## src/rtl/ex3_conv_seq_pkg.sv

```systemverilog
// Shared types and constants for the byte-serial BCD <-> Excess-3 converter.
package ex3_conv_seq_pkg;

  typedef enum logic [1:0] {
    ST_IDLE = 2'd0,
    ST_RUN  = 2'd1,
    ST_DONE = 2'd2
  } conv_state_e;

  // Adder operands: decode adds 0xCC + 1 = 0xCD, i.e. subtracts 0x33 mod 256.
  localparam logic [7:0] ENC_B   = 8'h33;
  localparam logic       ENC_CIN = 1'b0;
  localparam logic [7:0] DEC_B   = 8'hCC;
  localparam logic       DEC_CIN = 1'b1;

  localparam logic [3:0] ENC_NIB_MAX = 4'd9;
  localparam logic [3:0] DEC_NIB_MIN = 4'd3;
  localparam logic [3:0] DEC_NIB_MAX = 4'd12;

  function automatic logic nibble_illegal(input logic [3:0] nib, input logic dir);
    if (dir) begin
      return (nib < DEC_NIB_MIN) || (nib > DEC_NIB_MAX);
    end
    return nib > ENC_NIB_MAX;
  endfunction

  function automatic logic byte_illegal(input logic [7:0] b, input logic dir);
    return nibble_illegal(b[3:0], dir) || nibble_illegal(b[7:4], dir);
  endfunction

endpackage

```

## src/rtl/ex3_conv_seq_adder.sv

```systemverilog
// 8-bit ripple-carry full-adder chain shared by the converter.
module B_TO_Ex3_design (
  input  logic [7:0] A,
  input  logic [7:0] B,
  input  logic       Cin,
  output logic [7:0] S,
  output logic       Cout
);

  logic [8:0] c;

  always_comb begin
    c    = '0;
    S    = '0;
    c[0] = Cin;
    for (int unsigned i = 0; i < 8; i++) begin
      S[i]   = A[i] ^ B[i] ^ c[i];
      c[i+1] = (A[i] & B[i]) | (A[i] & c[i]) | (B[i] & c[i]);
    end
    Cout = c[8];
  end

endmodule

```

## src/rtl/ex3_conv_seq.sv

```systemverilog
// Byte-serial BCD <-> Excess-3 word converter with valid/ready on both sides.
module ex3_conv_seq
  import ex3_conv_seq_pkg::*;
#(
  parameter int unsigned N_BYTES = 4
) (
  input  logic                   clk,
  input  logic                   rst_n,
  input  logic                   in_valid,
  output logic                   in_ready,
  input  logic                   in_dir,
  input  logic [8*N_BYTES-1:0]   in_data,
  output logic                   out_valid,
  input  logic                   out_ready,
  output logic [8*N_BYTES-1:0]   out_data,
  output logic                   out_err,
  output logic                   busy
);

  localparam int unsigned W     = 8 * N_BYTES;
  localparam int unsigned IDX_W = (N_BYTES > 1) ? $clog2(N_BYTES) : 1;
  localparam logic [IDX_W-1:0] LAST_IDX = IDX_W'(N_BYTES - 1);

  conv_state_e      state_q, state_d;
  logic [W-1:0]     src_q, src_d;
  logic [W-1:0]     result_q, result_d;
  logic [IDX_W-1:0] idx_q, idx_d;
  logic             dir_q, dir_d;
  logic             err_q, err_d;

  logic [7:0] src_byte;
  logic [7:0] add_b;
  logic       add_cin;
  logic [7:0] add_sum;
  logic       unused_cout;

  assign src_byte = src_q[idx_q*8 +: 8];
  assign add_b    = dir_q ? DEC_B : ENC_B;
  assign add_cin  = dir_q ? DEC_CIN : ENC_CIN;

  B_TO_Ex3_design u_adder (
    .A    (src_byte),
    .B    (add_b),
    .Cin  (add_cin),
    .S    (add_sum),
    .Cout (unused_cout)
  );

  always_comb begin
    state_d   = state_q;
    src_d     = src_q;
    result_d  = result_q;
    idx_d     = idx_q;
    dir_d     = dir_q;
    err_d     = err_q;
    in_ready  = 1'b0;
    out_valid = 1'b0;
    busy      = 1'b0;

    unique case (state_q)
      ST_IDLE: begin
        in_ready = 1'b1;
        if (in_valid) begin
          src_d   = in_data;
          dir_d   = in_dir;
          idx_d   = '0;
          err_d   = 1'b0;
          state_d = ST_RUN;
        end
      end
      ST_RUN: begin
        busy                     = 1'b1;
        result_d[idx_q*8 +: 8]   = add_sum;
        err_d                    = err_q | byte_illegal(src_byte, dir_q);
        if (idx_q == LAST_IDX) begin
          idx_d   = '0;
          state_d = ST_DONE;
        end else begin
          idx_d = idx_q + 1'b1;
        end
      end
      ST_DONE: begin
        busy      = 1'b1;
        out_valid = 1'b1;
        if (out_ready) begin
          state_d = ST_IDLE;
        end
      end
      default: begin
        state_d = ST_IDLE;
      end
    endcase
  end

  always_ff @(posedge clk or negedge rst_n) begin
    if (!rst_n) begin
      state_q  <= ST_IDLE;
      src_q    <= '0;
      result_q <= '0;
      idx_q    <= '0;
      dir_q    <= 1'b0;
      err_q    <= 1'b0;
    end else begin
      state_q  <= state_d;
      src_q    <= src_d;
      result_q <= result_d;
      idx_q    <= idx_d;
      dir_q    <= dir_d;
      err_q    <= err_d;
    end
  end

  assign out_data = result_q;
  assign out_err  = err_q;

endmodule

```

## config.mk

```make
export PLATFORM = sky130hd
export DESIGN_NAME = ex3_conv_seq
export DESIGN_NICKNAME = d
export VERILOG_FILES = /design/src/rtl/ex3_conv_seq_pkg.sv /design/src/rtl/ex3_conv_seq_adder.sv /design/src/rtl/ex3_conv_seq.sv
export SDC_FILE = /design/constraint.sdc
export NUM_CORES = 1
export LEC_CHECK = 0
export ABC_AREA = 0
export CORE_MARGIN = 4
export CORE_UTILIZATION = 42
export CTS_CLUSTER_DIAMETER = 120
export DETAILED_ROUTE_END_ITERATION = 7
export PLACE_DENSITY_LB_ADDON = 0.3
export SETUP_SLACK_MARGIN = 0.05
export SYNTH_ARGS = -nofsm -noshare
export SYNTH_HDL_FRONTEND = slang
export SYNTH_HIERARCHICAL = 1
export SYNTH_SLANG_ARGS = --single-unit
```

## constraint.sdc

```tcl
create_clock -name clk -period 9.07 [get_ports clk]
set_clock_uncertainty 0.1 [all_clocks]
set_input_delay 1.814 -clock clk [delete_from_list [all_inputs] [get_ports clk]]
set_output_delay 1.814 -clock clk [all_outputs]
set_load 0.1 [all_outputs]
```

Yosys cells after proc, flatten, opt, wreduce, memory -nomap -nowiden
Index checks and enable logic that the tools add are counted.
Storage, ports and cells
  bits in writable memories: 0
  word-level logic and storage cells: 106
  memories: 0
  bits in read-only memories: 0
  bits in registers: 70
  latch bits: 0
Operators by class
  shifts and indexed selects: 3
  $add $sub $neg: 2
  div/mod/pow operators: 0
  $lt $le $gt $ge: 6
  reductions and logical operators: 9
  bitwise logic cells: 52
  mux-type cells: 22
  equal/unequal tests: 6
  multipliers: 0
Operators with widths (number)
  5-bit negator with 34-bit output: 1
  8-bit by 34-bit variable shift with 32-bit output, first input constant: 1
  8-bit by 34-bit variable part select with 32-bit output: 1
  32-bit bitwise mux: 1
  32-bit by 6-bit variable part select with 8-bit output: 1
  1-bit AND: 21
  4-bit > comparator, second input constant: 4
  1-bit bitwise XOR: 16
  1-bit OR: 15
  1-bit two-way mux: 12
  2-bit two-way mux: 5
  4-bit by 2-bit less-than comparator with 1-bit output, second input constant: 2
  8-bit two-way mux: 1
  2-bit inequality test, second input constant: 3
  2-bit case mux with 3 select lines: 1
  2-bit equality test, second input constant: 2
  2-bit case mux with 2 select lines: 1
  2-bit AND reduction: 2
  1-bit logical OR: 3
  3-bit AND reduction: 1
  2-bit by 1-bit adder with 2-bit output, second input constant: 1
  2-bit by 1-bit equality test with 1-bit output, second input constant: 1
  2-bit zero test: 1
  1-bit case mux with 2 select lines: 1
  2 further kinds: 2

Longest topological paths before layout
Gate-level depths: netlist of the first run.
  word-level depth: 25
  depth in mapped cells: 15

Cells and area by module
Netlist of the first run, hierarchy kept.
Modules (own cells, without submodules)
  ex3_conv_seq: cells an instance 197, area each 3016.6 sq um, instances 1
  B_TO_Ex3_design: cells an instance 18, area each 197.7 sq um, instances 1

Least setup slack after synthesis of the first run
No wires, ideal clock.
  kind: reg-to-reg
  start point: reg idx_q[0]
  end point: reg result_q[15], in the netlist out_data[15]
  arrival: 4296 ps
  stages on the path, launching flop included: 15
  library setup time: 69 ps
  path slack: 4605 ps
  path buffers: 0
  cell sequence: dfrtp_1 -> mux4_1 -> inv_1 -> fa_1 -> inv_1 -> fa_1 -> fa_1 -> fa_1 -> fa_1 -> fa_1 -> fa_1 -> inv_1 -> fa_1 -> inv_1 -> a22o_1
On the way
  longest elaborated chain between the ends: 25
  elaborated cells between the ends (all ways): 55
  those cells by class: add/sub (1); shift (3); mux (1); bitwise (50)
RTL lines
  start: declaration: line ex3_conv_seq.sv:27  | logic [IDX_W-1:0] idx_q, idx_d;
  start signal: assignment: line ex3_conv_seq.sv:107  | idx_q <= idx_d;
  32-bit by 6-bit variable part select with 8-bit output (*): line ex3_conv_seq.sv:37  | assign src_byte = src_q[idx_q*8 +: 8];
  named net src_byte[0]: line ex3_conv_seq.sv:31  | logic [7:0] src_byte;
  1-bit AND: line ex3_conv_seq_adder.sv:18  | c[i+1] = (A[i] & B[i]) | (A[i] & c[i]) | (B[i] & c[i]);
  1-bit OR (*) (2 in a row): line ex3_conv_seq_adder.sv:18
  1-bit AND: line ex3_conv_seq_adder.sv:18
  1-bit OR: line ex3_conv_seq_adder.sv:18
  1-bit OR (*): line ex3_conv_seq_adder.sv:18
  1-bit AND: line ex3_conv_seq_adder.sv:18
  [10 not listed]
  1-bit OR (*): line ex3_conv_seq_adder.sv:18
  1-bit AND: line ex3_conv_seq_adder.sv:18
  1-bit OR: line ex3_conv_seq_adder.sv:18
  1-bit OR (*): line ex3_conv_seq_adder.sv:18
  1-bit bitwise XOR (*): line ex3_conv_seq_adder.sv:17  | S[i] = A[i] ^ B[i] ^ c[i];
  named net add_sum[7]: line ex3_conv_seq.sv:34  | logic [7:0] add_sum;
  8-bit by 34-bit variable part select with 32-bit output (*): line ex3_conv_seq.sv:73  | result_d[idx_q*8 +: 8] = add_sum;
  32-bit bitwise mux (*): line ex3_conv_seq.sv:73
  end signal: assignment: line ex3_conv_seq.sv:106  | result_q <= result_d;
  end: declaration: line ex3_conv_seq.sv:26  | logic [W-1:0] result_q, result_d;
Mark *: on every way through the listed nets, which the timed path passes. The rest lies on a longest branch.
A chain may end at the register's enable or synchronous reset.

Final worst setup path of the first run
  start point: reg idx_q[0]
  end point: reg result_q[31], in the netlist out_data[31]
The elaborated chain is that of the path after synthesis.

==> qor.yml, run 1 <==
critical_path:
  rr_endpoint: "out_data[31]$_DFFE_PN0P_"
  ff2ff_setup_slack_ns: 4.02
  max_stage_delay_ns: 0.81
  endpoint_kind: "flop"
  worstSetupPathType: "flop to flop"
  critPathLaunchType: "flop"
  r2r_cells: 14
  slowest_stage: "dfrtp_1"
  critPathMaxFanout: 16
  cp_data_arrival_time_ns: 5.22
  cp.required_ns: 9.24
  r2r_start: "idx_q[0]$_DFFE_PN0P_"
  cp.buffers_inverters: 4
  crit_chain: "mux4_1 > inv_1 > fa_1 > inv_1 > fa_1 > fa_1 > fa_1 > fa_1 > fa_1 > fa_1 > inv_1 > fa_1 > inv_1 > a22o_1"
  cp_top_family: "adder cells"
  crit_path_frequent_cell: "fa_1"
place:
  port_buffers: 72
  place_inst: 381
  pre_cts_ws_ns: 4.03
  dp.final_hpwl_um: 4860
  placed_cell_area_um2: 4030
  gp_congestion: 0.824
finish:
  drive_above_1_share: 0.205
  final_cell_mix: "71 x clkdlybuf4s50_1, 70 x dfrtp_1, 34 x mux2_2, 32 x a22o_1, 16 x inv_1"
  n_antenna_cell: 0
  layout.cells.non_filler: 397
  stdcell_area_um2: 4250
  final_common_cell: "clkdlybuf4s50_1"
  syn2layout_area_growth_pct: 32.3
  nets: 347
timing:
  final.setup.tns_ns: 0
  finalMaxSlewViolations: 0
  fin_crit_ns: 5.05
  rsz0062_at_grt: "false"
  hold_viol: 0
  setup_violations: 0
  fmaxAchievable_mhz: 198
  tightest_slew_ns: 0.990
  fin_crit_sh: 0.557
  fin_ws_ns: 4.02
  relSlewSlack: 0.338
clock_tree:
  postCtsSetupBuffers: 0
  clock_latency_ns: 0.34
  cts_buffers: 9
  cts_hold_buffers: 0
  cts_tree: "done"
  clockRootBuffer: "clkbuf_8"
  clk_path_buf_depth: 2
  h-tree-depth: 3
  clock-sinks: 70
  clkSlewWorstSetupHoldPaths_ns: 0.07
  cts-resized-gates: 0
synthesis:
  netlist_instances: 214
  yosysWarnings: 6
  synth_area_per_cell_um2: 15.0
  synth_area_um2: 3210
  synth_fp_nets: 268
route:
  dr.pass1.iters: 4
  avgViaCountPerCell: 5.23
  drc: 0
  postRouteAntennaNets: 0
  vias: 2076
  wl_um: 6610
  initialDrtViolationCount: 60
  wl_per_cell_um: 16.6
global_routing:
  antenna_found_initial: 0
  track_usage: 0.159
  grt_remaining_overflow: 0
  grt_max_degree: 71
  grt_pass1_wl_um: 10900
  grt_pass1_vias: 2132
floorplanning:
  fp.dieArea_um2: 9110
  fp-row-count: 31
  fp.dieW_um: 95.4
  die_h_um: 95.4
  ios: 73
  start_util: 0.438
  core_region_area_um2: 7330
min_path:
  min_from: "out_data[4]$_DFFE_PN0P_"
  min_path_cells: 1
  hold_path_class: "flop to flop"
  min_to: "out_data[4]$_DFFE_PN0P_"
flow_run:
  max-cap-violations: 0
status:
  status: "finished, final reports clean"
-- state kept, by name (all words and copies together) (netlist names) --
signal / flops
out_data: 32
src_q: 32
idx_q: 2
state_q: 2
dir_q: 1
out_err: 1
-- layer usage --
metal,part of all wire,vias up,GRT usage
met2,0.46,65,0.240
li1,-,966,-
met3,0.059,9,0.0410
met5,0,-,0
met4,0.013,0,0.0640
met1,0.47,1036,0.221
-- worst max path at each step --
| stage | start | end | depth (start not counted) | slack, ns |
|---|---|---|---|---|
| floorplan | idx_q[0]$_DFFE_PN0P_ | out_data[15]$_DFFE_PN0P_ | 14 | 4.61 |
| global placement | idx_q[0]$_DFFE_PN0P_ | out_data[7]$_DFFE_PN0P_ | 14 | 4.10 |
| detailed placement | idx_q[0]$_DFFE_PN0P_ | out_data[15]$_DFFE_PN0P_ | 14 | 4.03 |
| CTS | idx_q[0]$_DFFE_PN0P_ | out_data[31]$_DFFE_PN0P_ | 14 | 4.00 |
| global route | idx_q[0]$_DFFE_PN0P_ | out_data[31]$_DFFE_PN0P_ | 14 | 3.71 |
| finish | idx_q[0]$_DFFE_PN0P_ | out_data[31]$_DFFE_PN0P_ | 14 | 4.02 |
-- per-stage QoR --
stage,util,hold WS [ns]
floorplan,-,0.370
global placement,0.550,0.379
detailed placement,0.550,0.393
CTS,0.580,0.410
global route,0.580,0.425
finish,0.580,0.403
-- layout make-up --
class / instances / area (um^2)
Sequential cell: 70 / 1750
Multi-Input combinational cell: 122 / 1370
Fill cell: 583 / 3080
Clock inverter: 4 / 70.1
Tap cell: 99 / 124
Timing Repair Buffer: 74 / 731
Inverter: 16 / 60.1
Clock buffer: 12 / 145
Power of run 1 is left out: the tool's default activity adds up to more than one toggle a clock period on the data nets, which glitch-free logic cannot reach.
==> inputs of run 2 (changes only) <==
- clock period: 9.07 -> 4.25 ns (I/O delays scaled with it)
==> qor.yml, run 2 (synthesis results as in run 1) <==
status:
  status: "finished, final reports clean"  # unchanged
critical_path:
  slowest_stage: "mux4_2"  # was dfrtp_1
  worstSetupPathType: "flop to flop"  # unchanged
  ff2ff_setup_slack_ns: 0.12  # was 4.02 ns
  crit_chain: "mux4_2 > inv_2 > fa_1 > inv_1 > fa_2 > fa_2 > fa_2 > fa_2 > fa_2 > fa_2 > inv_2 > fa_1 > inv_2 > a22o_1"  # was mux4_1 > inv_1 > fa_1 > inv_1 > fa_1 > fa_1 > fa_1 > fa_1 > fa_1 > fa_1 > inv_1 > fa_1 > inv_1 > a22o_1
  critPathLaunchType: "flop"  # unchanged
  max_stage_delay_ns: 0.52  # was 0.81 ns
  cp.buffers_inverters: 4  # unchanged
  r2r_cells: 14  # unchanged
  crit_start: "idx_q[0]$_DFFE_PN0P_"  # unchanged
  crit_path_frequent_cell: "fa_2"  # was fa_1
  critPathMaxFanout: 4  # was 16
  r2r_start: "idx_q[0]$_DFFE_PN0P_"  # unchanged
  cp.required_ns: 4.42  # was 9.24 ns
  cp_data_arrival_time_ns: 4.30  # was 5.22 ns
  endpoint: "out_data[23]$_DFFE_PN0P_"  # was out_data[31]$_DFFE_PN0P_
  rr_endpoint: "out_data[23]$_DFFE_PN0P_"  # was out_data[31]$_DFFE_PN0P_
  endpoint_kind: "flop"  # unchanged
  cp_top_family: "adder cells"  # unchanged
  path_depth: 14  # unchanged
place:
  dp.final_hpwl_um: 4880  # was 4860 um
  port_buffers: 72  # unchanged
  placed_cell_area_um2: 4080  # was 4030 um^2
  gp_congestion: 0.866  # was 0.824
floorplanning:
  core_region_area_um2: 7330  # unchanged
  die_h_um: 95.4  # unchanged
  fp.dieW_um: 95.4  # unchanged
  fp-row-count: 31  # unchanged
  start_util: 0.438  # unchanged
  ios: 73  # unchanged
  fp.dieArea_um2: 9110  # unchanged
min_path:
  min_from: "src_q[20]$_DFFE_PN0P_"  # was out_data[4]$_DFFE_PN0P_
  min_path_cells: 1  # unchanged
  hold_path_class: "flop to flop"  # unchanged
route:
  drc: 0  # unchanged
  avgViaCountPerCell: 5.15  # was 5.23
  wl_um: 6490  # was 6610 um
  initialDrtViolationCount: 53  # was 60
  vias: 2074  # was 2076
  postRouteAntennaNets: 0  # unchanged
  wl_per_cell_um: 16.1  # was 16.6 um
  dr.pass1.iters: 4  # unchanged
finish:
  syn2layout_area_growth_pct: 32.8  # was 32.3%
  drive_above_1_share: 0.250  # was 0.205
  stdcell_area_um2: 4260  # was 4250 um^2
  final_cell_mix: "71 x clkdlybuf4s50_1, 69 x dfrtp_1, 34 x mux2_2, 32 x a22o_1, 13 x inv_1"  # was 71 x clkdlybuf4s50_1, 70 x dfrtp_1, 34 x mux2_2, 32 x a22o_1, 16 x inv_1
  fin_util: 0.581  # was 0.580
  n_antenna_cell: 0  # unchanged
  final_common_cell: "clkdlybuf4s50_1"  # unchanged
  nets: 353  # was 347
timing:
  setup_violations: 0  # unchanged
  relSlewSlack: 0.348  # was 0.338
  fin_crit_ns: 4.13  # was 5.05 ns
  fin_crit_sh: 0.972  # was 0.557
  hold_viol: 0  # unchanged
  tightest_slew_ns: 0.975  # was 0.990 ns
  fmaxAchievable_mhz: 242  # was 198 MHz
  rsz0062_at_grt: "true"  # was false
  finalMaxSlewViolations: 0  # unchanged
clock_tree:
  cts_hold_buffers: 0  # unchanged
  clock-sinks: 70  # unchanged
  h-tree-depth: 3  # unchanged
  clkSlewWorstSetupHoldPaths_ns: 0.07  # about the same
  cts_tree: "done"  # unchanged
  clk_path_buf_depth: 2  # unchanged
  clockRootBuffer: "clkbuf_8"  # unchanged
  cts_buffers: 9  # unchanged
  clock_latency_ns: 0.34  # about the same
global_routing:
  grt_pass1_vias: 2186  # was 2132
  grt_pass1_wl_um: 10700  # was 10900 um
  antenna_found_initial: 0  # unchanged
  grt_remaining_overflow: 0  # unchanged
  grt_max_degree: 39  # was 71
  track_usage: 0.156  # was 0.159
flow_run:
  max-cap-violations: 0  # unchanged
## run 2: worst min-delay path by stage
stage	slack [ns]	to
2_1_floorplan	0.37	src_q[12]$_DFFE_PN0P_
4_1_cts	0.41	src_q[20]$_DFFE_PN0P_
3_3_place_gp	0.38	src_q[11]$_DFFE_PN0P_
6_report	0.40	src_q[20]$_DFFE_PN0P_
3_5_place_dp	0.39	src_q[20]$_DFFE_PN0P_
5_1_grt	0.42	src_q[0]$_DFFE_PN0P_
## run 2: layout make-up
| cell class | instances | area (um^2) |
|---|---|---|
| timing repair buffer | 80 | 776 |
| clock inverter | 1 | 5.00 |
| clock buffer | 15 | 166 |
| inverter | 16 | 60.1 |
| multi-input combinational | 122 | 1380 |
| tap | 99 | 124 |
| fill | 590 | 3070 |
| sequential | 70 | 1750 |
## run 2: timing repair
| action | 4_1_cts | 5_1_grt |
|---|---|---|
| endpoints found under the hold margin | 0 | 0 |
| endpoints found under the setup margin | 4 | 4 |
| gates resized for setup | 2 | 2 |
| buffers inserted | 0 | 0 |
## run 2: per-layer routing
| metal | global-route usage | up-vias | wire (um) |
|---|---|---|---|
| met5 | 0 | - | 0 |
| met1 | 0.213 | 1024 | 2900 |
| met3 | 0.0497 | 8 | 465 |
| li1 | - | 972 | - |
| met2 | 0.233 | 70 | 3030 |
| met4 | 0.0581 | 0 | 93 |
## run 2: metrics by stage
| stage | setup WS, ns | hold slack, ns | TNS, ns | cells |
|---|---|---|---|---|
| after floorplan | 0.0544 | 0.370 | 0 | 214 |
| after global placement | 0.0635 | 0.383 | 0 | 387 |
| after detailed placement | 0.00334 | 0.392 | 0 | 387 |
| after CTS | 0.0574 | 0.408 | 0 | 403 |
| after global routing | -0.00248 | 0.419 | -0.00248 | 403 |
| final | 0.120 | 0.403 | 0 | 403 |
Power of run 2 is left out for the same reason.
==> inputs of run 3 (changes only) <==
- CORE_UTILIZATION: 42 -> 45
==> qor.yml, run 3 (synthesis results as in run 1) <==
clock_tree:
  cts_buffers: 9  # unchanged
  h-tree-depth: 3  # unchanged
  clk_path_buf_depth: 2  # unchanged
  cts_tree: "done"  # unchanged
  clock_latency_ns: 0.34  # about the same
  clkSlewWorstSetupHoldPaths_ns: 0.07  # about the same
  clockRootBuffer: "clkbuf_8"  # unchanged
  clock-sinks: 70  # unchanged
place:
  port_buffers: 72  # unchanged
  dp.final_hpwl_um: 4900  # was 4880 um
  gp_congestion: 0.765  # was 0.866
global_routing:
  grt_remaining_overflow: 0  # unchanged
  grt_pass1_wl_um: 11000  # was 10700 um
  antenna_found_initial: 0  # unchanged
  grt_pass1_vias: 2205  # was 2186
  grt_max_degree: 44  # was 39
  track_usage: 0.164  # was 0.156
finish:
  syn2layout_area_growth_pct: 35.7  # was 32.8%
  n_fill_cell: 532  # was 590
  multi_input_comb_area_um2: 1380  # unchanged
  regArea_um2: 1750  # unchanged
  final_cell_mix: "71 x clkdlybuf4s50_1, 69 x dfrtp_1, 34 x mux2_2, 32 x a22o_1, 13 x inv_1"  # unchanged
  nets: 353  # unchanged
  final_common_cell: "clkdlybuf4s50_1"  # unchanged
  drive_above_1_share: 0.263  # was 0.250
  n_antenna_cell: 0  # unchanged
timing:
  fin_crit_ns: 4.09  # was 4.13 ns
  finalMaxSlewViolations: 0  # unchanged
  rsz0062_at_grt: "true"  # unchanged
  fin_crit_sh: 0.962  # was 0.972
  setup_violations: 0  # unchanged
  relSlewSlack: 0.345  # was 0.348
  final.setup.tns_ns: 0  # unchanged
  tightest_slew_ns: 0.979  # was 0.975 ns
  hold_viol: 0  # unchanged
  fmaxAchievable_mhz: 245  # was 242 MHz
floorplanning:
  fp.dieArea_um2: 8550  # was 9110 um^2
  start_util: 0.467  # was 0.438
  fp.dieW_um: 92.5  # was 95.4 um
  ios: 73  # unchanged
  die_h_um: 92.5  # was 95.4 um
  fp-row-count: 30  # was 31
  core_region_area_um2: 6870  # was 7330 um^2
route:
  postRouteAntennaNets: 0  # unchanged
  vias: 2090  # was 2074
  dr.pass1.iters: 4  # unchanged
  drc: 0  # unchanged
  wl_per_cell_um: 16.6  # was 16.1 um
  wl_um: 6630  # was 6490 um
  initialDrtViolationCount: 73  # was 53
  avgViaCountPerCell: 5.23  # was 5.15
min_path:
  min_from: "out_data[26]$_DFFE_PN0P_"  # was src_q[20]$_DFFE_PN0P_
  hold_path_class: "flop to flop"  # unchanged
critical_path:
  worstSetupPathType: "flop to flop"  # unchanged
  cp_data_arrival_time_ns: 4.27  # was 4.30 ns
  slowest_stage: "mux4_2"  # unchanged
  crit_chain: "mux4_2 > inv_2 > fa_1 > inv_1 > fa_2 > fa_2 > fa_2 > fa_2 > fa_2 > fa_2 > inv_2 > fa_1 > inv_2 > a22o_1"  # unchanged
  critPathMaxFanout: 4  # unchanged
  cp_top_family: "adder cells"  # unchanged
  cp.required_ns: 4.43  # was 4.42 ns
  r2r_start: "idx_q[0]$_DFFE_PN0P_"  # unchanged
  endpoint_kind: "flop"  # unchanged
  critPathLaunchType: "flop"  # unchanged
  cp.buffers_inverters: 4  # unchanged
  crit_start: "idx_q[0]$_DFFE_PN0P_"  # unchanged
  crit_path_frequent_cell: "fa_2"  # unchanged
  max_stage_delay_ns: 0.52  # about the same
status:
  status: "finished, final reports clean"  # unchanged
flow_run:
  max-cap-violations: 0  # unchanged
==> run 3: cell type report <==
| type | count | share of cell area |
|---|---|---|
| flip-flops and latches | 70 | 0.402 |
| clock buffers | 9 | 0.0284 |
| clock inverters | 7 | 0.0333 |
| repair buffers | 80 | 0.178 |
| multi-input cells | 122 | 0.316 |
| well taps | 96 | 0.0276 |
| inverters | 16 | 0.0138 |
==> run 3: path summary, 6_finish.rpt <==
path / to / slack [ns] / cells past startpoint
max: out_data[23]$_DFFE_PN0P_ / 0.16 / 14
min: out_data[26]$_DFFE_PN0P_ / 0.41 / 1
max reg2reg: out_data[23]$_DFFE_PN0P_ / 0.16 / 14
min reg2reg: out_data[26]$_DFFE_PN0P_ / 0.41 / 1
max in group asynchronous: out_data[23]$_DFFE_PN0P_ / 2.60 / 2
min in group asynchronous: out_data[24]$_DFFE_PN0P_ / 0.54 / 1
==> run 3: metrics by stage <==
| step | hold WS (ns) | utilization | worst slack (ns) | instance area [um^2] | cells |
|---|---|---|---|---|---|
| final | 0.406 | 0.634 | 0.161 | 4360 | 400 |
| after floorplan | 0.370 | - | 0.0544 | 3220 | 214 |
| after global routing | 0.420 | 0.634 | 0.0393 | 4360 | 400 |
| after CTS | 0.407 | 0.634 | 0.0651 | 4350 | 400 |
| after global placement | 0.382 | 0.593 | 0.0621 | 4070 | 383 |
| after detailed placement | 0.389 | 0.593 | 0.0199 | 4070 | 383 |
==> run 3: what timing repair did <==
item                                    in CTS  in global routing
gates resized for setup                      1                  3
endpoints found under the setup margin       4                  4
hold buffers                                 0                  0
buffers inserted                             1                  0
==> run 3: routing by layer <==
layer  vias up  track usage  wire, um
li1        971            -         -
met3        10       0.0341       403
met1      1040        0.209      2910
met2        69        0.273      3210
met4         0       0.0631       110
met5         -            0         0
Power of run 3 is left out for the same reason.
